[src/rtl/prediction_gshare.sv]
// Branch-direction predictor: table of saturating counters indexed by PC (optionally
// XORed with global history), with a non-speculative update port and saturating statistics.
`timescale 1ns/1ps
module prediction_gshare #(
  parameter int IDX_W = 6,
  parameter int GHR_W = 6,
  parameter int CNT_W = 2,
  parameter int PC_W  = 16,
  parameter int MODE  = 1
) (
  input  logic             wb_clk_i,
  input  logic             wb_rst_ni,
  input  logic             pred_valid_i,
  output logic             pred_ready_o,
  input  logic [PC_W-1:0]  pred_pc_i,
  output logic             pred_valid_o,
  output logic             pred_taken_o,
  output logic [IDX_W-1:0] pred_idx_o,
  input  logic             upd_valid_i,
  input  logic [IDX_W-1:0] upd_idx_i,
  input  logic             upd_taken_i,
  input  logic             upd_mispred_i,
  input  logic [1:0]       stat_sel_i,
  input  logic             stat_clr_i,
  output logic [31:0]      stat_o
);

  localparam int DEPTH = 1 << IDX_W;
  localparam logic [0:0] ST_INIT = 1'b0;
  localparam logic [0:0] ST_RUN  = 1'b1;
  localparam logic [CNT_W-1:0] CNT_MAX = '1;
  localparam logic [CNT_W-1:0] CNT_WNT = CNT_MAX >> 1;

  logic [0:0]       state_reg, state_next;
  logic [IDX_W-1:0] sweep_reg, sweep_next;
  logic [GHR_W-1:0] ghr_reg, ghr_next, ghr_shift;
  logic [IDX_W-1:0] ghr_ext;
  logic [IDX_W-1:0] pc_idx;
  logic [IDX_W-1:0] pred_idx;
  logic             run;
  logic             accept;
  logic             upd_apply;

  logic [CNT_W-1:0] table_mem [DEPTH];
  logic [CNT_W-1:0] rd_cnt_reg;
  logic [CNT_W-1:0] upd_cur;
  logic [CNT_W-1:0] upd_new;
  logic             wr_en;
  logic [IDX_W-1:0] wr_addr;
  logic [CNT_W-1:0] wr_data;

  logic             pred_valid_reg;
  logic [IDX_W-1:0] pred_idx_reg;

  logic [31:0]      stat_reg [3];
  logic [2:0]       stat_inc;
  logic [31:0]      status_word;
  logic             unused_bits;

  assign run       = (state_reg == ST_RUN);
  assign accept    = pred_valid_i && run;
  assign upd_apply = upd_valid_i && run;

  // History zero-extended to the index width.
  generate
    for (genvar gi = 0; gi < IDX_W; gi++) begin : g_ghr_ext
      if (gi < GHR_W) begin : g_bit
        assign ghr_ext[gi] = ghr_reg[gi];
      end else begin : g_zero
        assign ghr_ext[gi] = 1'b0;
      end
    end
  endgenerate

  assign pc_idx   = pred_pc_i[IDX_W+1:2];
  assign pred_idx = (MODE != 0) ? (pc_idx ^ ghr_ext) : pc_idx;

  generate
    if (GHR_W == 1) begin : g_ghr1
      assign ghr_shift = upd_taken_i;
    end else begin : g_ghrn
      assign ghr_shift = {ghr_reg[GHR_W-2:0], upd_taken_i};
    end
  endgenerate

  always_comb begin
    state_next = state_reg;
    sweep_next = sweep_reg;
    ghr_next   = ghr_reg;
    if (state_reg == ST_INIT) begin
      sweep_next = sweep_reg + 1'b1;
      if (&sweep_reg) begin
        state_next = ST_RUN;
      end
    end
    if (upd_apply) begin
      ghr_next = ghr_shift;
    end
  end

  always_ff @(posedge wb_clk_i or negedge wb_rst_ni) begin
    if (!wb_rst_ni) begin
      state_reg      <= ST_INIT;
      sweep_reg      <= '0;
      ghr_reg        <= '0;
      pred_valid_reg <= 1'b0;
      pred_idx_reg   <= '0;
    end else begin
      state_reg      <= state_next;
      sweep_reg      <= sweep_next;
      ghr_reg        <= ghr_next;
      pred_valid_reg <= accept;
      if (accept) begin
        pred_idx_reg <= pred_idx;
      end
    end
  end

  // Saturating read-modify-write for the resolve port.
  always_comb begin
    upd_cur = table_mem[upd_idx_i];
    upd_new = upd_cur;
    if (upd_taken_i) begin
      if (upd_cur != CNT_MAX) upd_new = upd_cur + 1'b1;
    end else begin
      if (upd_cur != '0) upd_new = upd_cur - 1'b1;
    end
  end

  always_comb begin
    wr_en   = 1'b0;
    wr_addr = upd_idx_i;
    wr_data = upd_new;
    if (state_reg == ST_INIT) begin
      wr_en   = 1'b1;
      wr_addr = sweep_reg;
      wr_data = CNT_WNT;
    end else if (upd_apply) begin
      wr_en = 1'b1;
    end
  end

  // Registered read sees the pre-write contents, giving read-before-write on index collisions.
  always_ff @(posedge wb_clk_i) begin
    if (wr_en) begin
      table_mem[wr_addr] <= wr_data;
    end
    if (accept) begin
      rd_cnt_reg <= table_mem[pred_idx];
    end
  end

  assign pred_ready_o = run;
  assign pred_valid_o = pred_valid_reg;
  assign pred_taken_o = pred_valid_reg & rd_cnt_reg[CNT_W-1];
  assign pred_idx_o   = pred_valid_reg ? pred_idx_reg : '0;

  assign stat_inc = {upd_apply && upd_mispred_i, upd_apply, accept};

  always_ff @(posedge wb_clk_i or negedge wb_rst_ni) begin
    if (!wb_rst_ni) begin
      for (int i = 0; i < 3; i++) stat_reg[i] <= '0;
    end else begin
      for (int i = 0; i < 3; i++) begin
        if (stat_clr_i) begin
          stat_reg[i] <= '0;
        end else if (stat_inc[i] && (stat_reg[i] != 32'hFFFF_FFFF)) begin
          stat_reg[i] <= stat_reg[i] + 32'd1;
        end
      end
    end
  end

  always_comb begin
    status_word     = 32'(ghr_reg);
    status_word[31] = run;
    case (stat_sel_i)
      2'd0:    stat_o = stat_reg[0];
      2'd1:    stat_o = stat_reg[1];
      2'd2:    stat_o = stat_reg[2];
      default: stat_o = status_word;
    endcase
  end

  assign unused_bits = ^{pred_pc_i, ghr_ext, rd_cnt_reg};

endmodule
[config.mk]
export PLATFORM = sky130hd
export DESIGN_NAME = prediction_gshare
export DESIGN_NICKNAME = d
export VERILOG_FILES = /design/src/rtl/prediction_gshare.sv
export SDC_FILE = /design/constraint.sdc
export NUM_CORES = 1
export LEC_CHECK = 0
export CAP_MARGIN = 20
export CORE_UTILIZATION = 67
export CTS_BUF_LIST = sky130_fd_sc_hd__clkbuf_4
export DETAILED_ROUTE_END_ITERATION = 6
export PLACE_DENSITY = 0.95
export SLEW_MARGIN = 25
export SYNTH_ARGS = -nofsm -noshare
export SYNTH_HDL_FRONTEND = slang
export SYNTH_SLANG_ARGS = --single-unit
[constraint.sdc]
create_clock -name wb_clk_i -period 10.98 [get_ports wb_clk_i]
set_input_delay 1.098 -clock wb_clk_i [delete_from_list [all_inputs] [get_ports wb_clk_i]]
set_output_delay 1.098 -clock wb_clk_i [all_outputs]
set_load 0.02 [all_outputs]
==> results of run 1 <==
-- worst register-to-register path, stage by stage, from the launching register on --
cell and delay [ns]:
edfxtp_1 0.36, nor2b_1 0.16, a2111oi_0 0.57, a31oi_1 0.12, and4b_1 0.25, nor3_1 0.36
a21oi_1 0.18, o21ai_4 0.65, buf_4 0.47
-- Yosys cell counts, drive strengths merged, types with 28 or more instances --
cell and count:
xnor2 28, a21oi 29, nand4 33, clkbuf 30, nor2 161, mux2i 72
edfxtp 129, nand2 115, xor2 58, mux4 34, dfrtp 116, o21ai 56
nand3 45
-- metrics by stage --
step	instance area, um^2	total power, W	utilization, %	setup slack (ns)
global placement	13200	0.00105	73.1	6.07
finish	14000	0.00181	77.4	6.64
CTS	14000	0.00182	77.4	6.35
detailed placement	13200	0.00105	73.1	5.90
global route	14000	0.00187	77.4	6.51
floorplan	12500	0.00102	-	5.11
-- cells by family after synthesis --
group | count (synthesis) | synth area share, %
multiplexers | 116 | 12.9
buffers and inverters | 56 | 1.94
flip-flops | 245 | 54.4
AO/OA/AOI/OAI | 129 | 6.19
adder cells (fa/ha/maj) | 4 | 0.402
AND/OR/NAND/NOR | 471 | 18.1
XOR/XNOR | 86 | 6.05
-- power by group --
| group | switching (W) | leakage (nW) | internal, W |
|---|---|---|---|
| sequential | 0.0000000000000000000213 | 2.51 | 0.000960 |
| combinational | 0.0000515 | 2.07 | 0.0000250 |
| clock | 0.000359 | 0.468 | 0.000417 |
-- per-layer routing --
| layer | track usage (%) | share of wire (%) | vias to the layer above |
|---|---|---|---|
| li1 | - | - | 4238 |
| met1 | 40.7 | 35 | 4709 |
| met2 | 55.4 | 48 | 699 |
| met3 | 8.76 | 10 | 207 |
| met4 | 20.6 | 6.3 | 0 |
| met5 | 0 | 0 | - |
-- cell type report --
cell class,instances,share of cell area (%)
multi-input cells,806,39.0
clock inverters,6,0.349
well taps,229,2.05
repair buffers,73,4.85
clock buffers,97,5.20
flip-flops and latches,245,48.4
inverters,7,0.188
-- final timing paths --
| check | startpoint | endpoint | slack (ns) | cells past startpoint |
|---|---|---|---|---|
| min in group wb_clk_i | pred_idx_reg[4] | pred_idx_reg[4] | 0.49 | 2 |
| hold / removal | wb_rst_ni | stat_reg[33] | 0.43 | 1 |
| setup / recovery | stat_sel_i[0] | stat_o[21] | 6.64 | 7 |
| setup reg to reg | table_mem[8][0] | table_mem[26][0] | 7.59 | 8 |
| hold reg to reg | pred_idx_reg[4] | pred_idx_reg[4] | 0.49 | 2 |
| max in group asynchronous | wb_rst_ni | stat_reg[94] | 9.30 | 2 |
==> results.toml, run 1 <==
[outcome]
status = "finished with violations"
violations = "DRC"

[worst_setup_path]
cp_capture_type = "output pin"
critical_path.max_fanout = 33
timing.critical_path.slowest_stage_cell = "clkdlybuf4s50_1"
cp_data_required_time_ns = 9.88
path_cells = "clkdlybuf4s50_1 -> buf_4 -> nor2b_1 -> buf_4 -> nand2_1 -> o21ai_0 -> clkdlybuf4s50_1"
worst_path_largest_cell_delay_ns = 0.65
worstPathBufferInverterCount = 4
cp_top_family = "buffers and inverters"
timing_worst_setup_path_type = "in2out"
critPathArrivalTime_ns = 3.25
cp-start-kind = "primary input"

[sta]
hold_viol = 0
fin_crit_ns = 4.34
max-slew-margin-rel_pct = 33.7
fin_tns_setup_ns = 0
finClkSkew_ns = 0.0432
timing_worst_slew_pin_value_ns = 0.994
rsz0062_at_grt = "false"
fin_crit_sh_pct = 39.6
final_max_slew_viol_count = 0
report.final.setup_viol = 0
hold_slack_ns = 0.428
clock.fmax_ghz = 0.230

[global_route]
grt-ovfl-total = 0
grt_use_total_pct = 33.9
grt_antenna_before_repair = 0
largest_net_degree_at_the_start_of_global_routing = 98
vias_in_the_first_global_route = 9817
grt_pass1_wl_um = 50100

[drt]
wire_per_inst_um = 21.6
ant_nets = 0
drt_drc_violations_left = 21
firstDrtPassIters = 7
drt_first_iter_violations = 1325
wirelength_um = 31700
vias = 9853
avgViaCountPerCell = 6.73

[synth]
synthesis.instances = 1107
yosysSeqAreaShare_pct = 54.4
synth.distinct_cells = 54
ys_ff_latch = 245
avgSynthCellArea_um2 = 11.2
number_of_enable_flip_flop_cells_after_synthesis = 129
async_reset_ff_share_pct = 47.3
ys_dominant_reg_cell = "edfxtp_1"
syn_area_um2 = 12500
synthDominantAreaCellType = "edfxtp_1"
net_count_of_the_mapped_netlist = 1142
netlist.area_leader.share_pct = 31.1
synthesis.yosys.warnings = 0
netlist_top_cells_area = "edfxtp_1 31%, dfrtp_1 23%, mux4_2 6.0%"

[power]
power_per_cell_area_nw_per_um2 = 130
power.ir.vdd_worst_uv = 109
power_leakage_nw = 5.05

[placed_design]
placement.io_buffers = 61
post-dp-hpwl_um = 19900
numPlacedInstances = 1360
routabilityCongestion = 0.906

[die]
die_area_um2 = 19100
die_width_um = 138
core-area_um2 = 18100
ios = 72
placementRows = 49
die-height_um = 138
initial_utilization_pct = 68.8

[worst_hold_path]
worst_hold_path_type = "in2async"

[final_layout]
mostFrequentLayoutCell = "nor2_1"
combined_area_of_the_multi_input_logic_cells_um2 = 5450
num-fill-cells = 1050
most_used_cells_in_the_layout_excluding_fill_and_tap_cells = "161 x nor2_1, 129 x edfxtp_1, 116 x dfrtp_1"
antenna_cells = 0
drive_gt1_share_pct = 13.6
largest_reg_flops = 128
nNetsFinal = 1228
fin_cells = 1463
area_growth_pct = 12.4
storage_element_area_um2 = 6780

[job]
max_cap_violations = 0

[cts]
postCtsHoldBufs = 0
cts_root_buffer = "clkbuf_4"
h_tree_lvls = 2
cts-root-to-sink-buffers = 3
clk-insertion-delay-late_ns = 0.72
numCtsBuffers = 60
post_cts_resized = 0
clk_transition_reported_paths_ns = 0.07
clock_sink_count = 245
cts_tree = "done"
post_cts_buffers = 0
Note: power is estimated with default switching activity, not from simulation.
==> inputs of run 2 (changes only) <==
--- a/config.mk
+++ b/config.mk
@@ -6,10 +6,10 @@
 export NUM_CORES = 1
 export LEC_CHECK = 0
 export CAP_MARGIN = 20
-export CORE_UTILIZATION = 67
+export CORE_UTILIZATION = 56
 export CTS_BUF_LIST = sky130_fd_sc_hd__clkbuf_4
 export DETAILED_ROUTE_END_ITERATION = 6
-export PLACE_DENSITY = 0.95
+export PLACE_DENSITY = 0.9
 export SLEW_MARGIN = 25
 export SYNTH_ARGS = -nofsm -noshare
 export SYNTH_HDL_FRONTEND = slang
==> constraint.sdc (replaced) <==
create_clock -name wb_clk_i -period 3.75 [get_ports wb_clk_i]
set_input_delay 0.375 -clock wb_clk_i [delete_from_list [all_inputs] [get_ports wb_clk_i]]
set_output_delay 0.375 -clock wb_clk_i [all_outputs]
set_load 0.02 [all_outputs]
==> run 2 against run 1 <==
  * The flow now finishes without violations
  * Clock power rose to 2.8 times the previous value
  * Global-route usage down 6.8 points
  * First-iteration DRC count down 37%
  * Critical path depth down 3
  * Power rose to 2.9 times the previous value
  * Highest routed layer unchanged
  * Final area up 1.1%
  * Register-to-register slack worse by 6.7 ns
==> results.toml, run 2 (synthesis results as in run 1) <==
[placed_design]
post-dp-hpwl_um = 20500
placement.io_buffers = 61
routabilityCongestion = 0.980

[cts]
numCtsBuffers = 60
clk-insertion-delay-late_ns = 0.75
clk_transition_reported_paths_ns = 0.07
clock_sink_count = 245
cts_root_buffer = "clkbuf_4"
post_cts_resized = 0
cts-root-to-sink-buffers = 3
h_tree_lvls = 2
cts_tree = "done"
post_cts_buffers = 0

[global_route]
vias_in_the_first_global_route = 9323
grt_antenna_before_repair = 1
grt_pass1_wl_um = 47300
grt-ovfl-total = 0
grt_use_total_pct = 27.1
largest_net_degree_at_the_start_of_global_routing = 97

[drt]
drt_first_iter_violations = 830
wire_per_inst_um = 19.6
wirelength_um = 30000
drt_drc_violations_left = 0
avgViaCountPerCell = 6.18
ant_nets = 0
vias = 9474
firstDrtPassIters = 7

[final_layout]
area_growth_pct = 13.7
most_used_cells_in_the_layout_excluding_fill_and_tap_cells = "161 x nor2_1, 129 x edfxtp_1, 116 x dfrtp_1"
post-route-util_pct = 64.9
mostFrequentLayoutCell = "nor2_1"
largest_reg_flops = 128
drive_gt1_share_pct = 13.9
nNetsFinal = 1243

[sta]
clock.fmax_ghz = 0.336
fin_tns_setup_ns = 0
final_max_slew_viol_count = 0
fin_crit_sh_pct = 79.3
report.final.setup_viol = 0
finClkSkew_ns = 0.107
fin_crit_ns = 2.97
hold_viol = 0
rsz0062_at_grt = "false"
max-slew-margin-rel_pct = 34.4
timing_worst_slew_pin_value_ns = 0.984

[worst_setup_path]
worstRegToRegCells = 8
worst_path_largest_cell_delay_ns = 0.85
path_cells = "clkdlybuf4s50_1 -> buf_4 -> mux4_2 -> clkdlybuf4s50_1"
critPathArrivalTime_ns = 2.60
cp_data_required_time_ns = 3.38
timing_worst_setup_path_type = "in2out"
cp-start-kind = "primary input"
cp_capture_type = "output pin"
critical_path.max_fanout = 13
r2r_setup_slack_ns = 0.87
cell_occurring_most_often_along_the_worst_timing_path = "clkdlybuf4s50_1"
crit-reg2reg-capture = "table_mem[58][0]"
timing.critical_path.slowest_stage_cell = "clkdlybuf4s50_1"
worstReg2RegStart = "table_mem[4][1]"

[power]
power_per_cell_area_nw_per_um2 = 366
totalPowerFinal_w = 0.00517
power_leakage_nw = 5.10
power.ir.vdd_worst_uv = 319

[die]
core-area_um2 = 21800
ios = 72
die_area_um2 = 22800
initial_utilization_pct = 57.1
die-height_um = 151
placementRows = 54
die_width_um = 151

[job]
max_cap_violations = 0

[worst_hold_path]
worst_hold_path_type = "in2async"

[outcome]
status = "finished, final reports clean"
==> run 2: critical path: cells and delay by family <==
family,cells,cell delay (ns)
buffers and inverters,3,1.70
multiplexers,1,0.53
==> run 2: what timing repair did <==
item,in CTS,in global routing
hold buffers,1,0
endpoints found under the hold margin,57,0
setup endpoints to repair,0,0
==> run 2: power by group <==
part	switching, W	total (W)	leakage [nW]	internal [W]
Sequential	0.0000000000000000000735	0.00281	2.51	0.00281
Clock	0.00108	0.00214	0.440	0.00106
Combinational	0.000144	0.000225	2.15	0.0000811
Total	0.00122	0.00517	5.10	0.00395
==> run 2: cell type report <==
| type | instances | area [um^2] |
|---|---|---|
| Tap cell | 280 | 350 |
| Inverter | 7 | 26.3 |
| Sequential cell | 245 | 6780 |
| Timing Repair Buffer | 88 | 811 |
| Multi-Input combinational cell | 806 | 5450 |
| Clock inverter | 20 | 92.6 |
| Antenna cell | 1 | 2.50 |
| Clock buffer | 86 | 646 |
| Fill cell | 1555 | 7670 |
==> run 2: how the worst max path moves through the flow <==
stage | startpoint | endpoint | slack [ns] | depth (start not counted)
global route | stat_sel_i[0] | stat_o[2] | 0.68 | 4
detailed placement | upd_idx_i[0] | table_mem[21][0] | 0.25 | 10
CTS | stat_sel_i[0] | stat_o[2] | 0.78 | 4
floorplan | upd_idx_i[1] | table_mem[0][0] | 0.46 | 10
finish | stat_sel_i[0] | stat_o[1] | 0.78 | 4
global placement | upd_idx_i[0] | table_mem[22][0] | 0.33 | 8
==> run 2: stage by stage <==
stage	hold slack [ns]	worst slack (ns)	instances	instance area, um^2
finish	0.280	0.775	1533	14200
floorplan	0.0794	0.461	1107	12500
detailed placement	0.489	0.252	1425	13400
global placement	0.465	0.330	1425	13400
global route	0.337	0.684	1533	14200
CTS	0.257	0.776	1532	14200
==> run 2: per-layer routing <==
| layer | GRT usage, % | up-vias | wire length [um] |
|---|---|---|---|
| li1 | - | 4267 | - |
| met1 | 34.1 | 4615 | 11600 |
| met2 | 45.8 | 496 | 14700 |
| met3 | 4.76 | 96 | 2640 |
| met4 | 12.4 | 0 | 1080 |
| met5 | 0 | - | 0 |
==> inputs of run 3 (changes only) <==
==> constraint.sdc (replaced) <==
create_clock -name wb_clk_i -period 2.7 [get_ports wb_clk_i]
set_input_delay 0.27 -clock wb_clk_i [delete_from_list [all_inputs] [get_ports wb_clk_i]]
set_output_delay 0.27 -clock wb_clk_i [all_outputs]
set_load 0.02 [all_outputs]
==> run 3 against run 2 <==
  * Register-to-register slack lost 0.84 ns
  * Core utilization rose by 2.5 points
  * Sequential share of layout area is 1.8 points lower
  * Global-route usage grew 1.9 points
  * Combinational power is 66% higher
  * Setup slack lost 0.75 ns
  * Final area grew 3.9%
  * Flip-flop and latch count is the same
  * Count of clock-buffer cells in the layout grew 6
  * Clock power grew 53%
  * Sequential power grew 39%
  * First-iteration DRC count is 12% higher
  * Largest power group unchanged
  * Highest routed layer unchanged
==> results.toml, run 3 (synthesis results as in run 1) <==
[placed_design]
place_ws_ns = -0.470
placement.io_buffers = 61
routabilityCongestion = 0.946
post-dp-hpwl_um = 21900

[worst_setup_path]
worst_path_largest_cell_delay_ns = 0.58
cp_data_required_time_ns = 3.08
critPathArrivalTime_ns = 3.05
critical_path.max_fanout = 32
cp_capture_type = "flop"
path_cells = "mux4_2 -> nor3_2 -> and4b_1 -> or4_4 -> a21oi_4 -> o21ai_4 -> buf_12"
timing_worst_setup_path_type = "reg2reg"
cp-start-kind = "flop"
timing.critical_path.slowest_stage_cell = "or4_4"

[drt]
wire_per_inst_um = 20.3
wirelength_um = 31900
drt_drc_violations_left = 0
ant_nets = 0
firstDrtPassIters = 5
avgViaCountPerCell = 6.21
drt_first_iter_violations = 930
vias = 9750

[global_route]
grt_use_total_pct = 29.1
grt-ovfl-total = 0
largest_net_degree_at_the_start_of_global_routing = 97
grt_antenna_before_repair = 1
grt_pass1_wl_um = 50500
vias_in_the_first_global_route = 9894

[cts]
clock_sink_count = 245
cts_root_buffer = "clkbuf_4"
clk-insertion-delay-late_ns = 0.70
clk_transition_reported_paths_ns = 0.07
numCtsBuffers = 59
h_tree_lvls = 2
cts-root-to-sink-buffers = 3
cts_tree = "done"

[power]
power.ir.vdd_worst_uv = 619
totalPowerFinal_w = 0.00755
power_leakage_nw = 5.39
power_per_cell_area_nw_per_um2 = 513

[die]
die_width_um = 151
core-area_um2 = 21800
die_area_um2 = 22800
die-height_um = 151
ios = 72
placementRows = 54
initial_utilization_pct = 57.1

[sta]
hold_viol = 0
fin_crit_sh_pct = 99.0
report.final.setup_viol = 0
finClkSkew_ns = 0.0670
fin_crit_ns = 2.67
setup_slack_ns = 0.0258
max-slew-margin-rel_pct = 34.2
timing_worst_slew_pin_value_ns = 0.987
clock.fmax_ghz = 0.374
final_max_slew_viol_count = 0
hold_slack_ns = 0.219
fin_tns_setup_ns = 0

[worst_hold_path]
worst_hold_path_type = "in2async"

[job]
max_cap_violations = 0

[final_layout]
num-fill-cells = 1459
mostFrequentLayoutCell = "nor2_1"
nNetsFinal = 1280
post-route-util_pct = 67.4
largest_reg_flops = 128
area_growth_pct = 18.1
drive_gt1_share_pct = 17.5
most_used_cells_in_the_layout_excluding_fill_and_tap_cells = "160 x nor2_1, 129 x edfxtp_1, 116 x dfrtp_1"

[outcome]
status = "finished, final reports clean"
## run 3: cell types whose count changed in the layout (fill, tap and decap cells not counted), sizes merged
| cell | previous run | this run |
|---|---|---|
| buf | 30 | 68 |
| bufinv | 0 | 3 |
| clkbuf | 86 | 92 |
| clkinv | 20 | 11 |
| inv | 7 | 6 |
## run 3: path summary, 6_finish.rpt
check	cells after the start	slack [ns]	from	endpoint
setup / recovery	7	0.03	table_mem[3][1]	table_mem[18][0]
hold / removal	2	0.22	wb_rst_ni	pred_idx_reg[1]
setup reg to reg	7	0.03	table_mem[3][1]	table_mem[18][0]
hold reg to reg	2	0.49	pred_idx_reg[4]	pred_idx_reg[4]
max in group asynchronous	3	1.63	wb_rst_ni	sweep_reg[4]
min in group wb_clk_i	6	0.33	stat_clr_i	stat_reg[93]
## run 3: through the flow
step | cells | area [um^2]
2_1_floorplan | 1107 | 12500
3_3_place_gp | 1461 | 13800
3_5_place_dp | 1461 | 13800
4_1_cts | 1567 | 14600
5_1_grt | 1570 | 14700
6_report | 1570 | 14700
## run 3: routing by layer
layer | up-vias | share of wire (%) | track usage (%)
met2 | 566 | 49 | 47.9
met3 | 137 | 9.1 | 6.11
met1 | 4698 | 37 | 35.4
li1 | 4349 | - | -
met5 | - | 0 | 0
met4 | 0 | 5.1 | 16.9
## run 3: cell type report
type	instances	area, um^2	share of cell area, %
Sequential cell	245	6780	46.1
Clock inverter	13	129	0.876
Antenna cell	1	2.50	0.0170
Clock buffer	92	691	4.70
Tap cell	280	350	2.38
Timing Repair Buffer	126	1230	8.39
Multi-Input combinational cell	806	5500	37.4
Inverter	7	26.3	0.179
## run 3: where the power goes
part	switching, W	internal [W]
Sequential	0.0000000000000000000959	0.00391
Clock	0.00144	0.00182
Combinational	0.000218	0.000156
Total	0.00166	0.00588
## run 3: critical path, delay by kind of cell (launching register included)
kind / cells / cell delay (ns)
buffers and inverters: 1 / 0.17
flip-flops: 1 / 0.44
multiplexers: 1 / 0.54
AND/OR/NAND/NOR: 3 / 0.94
AO/OA/AOI/OAI: 2 / 0.26
## run 3: repair_timing
action / 4_1_cts / 5_1_grt
hold buffers: 1 / 0
gates resized for setup: 1 / 8
setup buffers: 0 / 2
hold endpoints to repair: 57 / 0
pin swaps: 0 / 1
setup endpoints to repair: 24 / 111
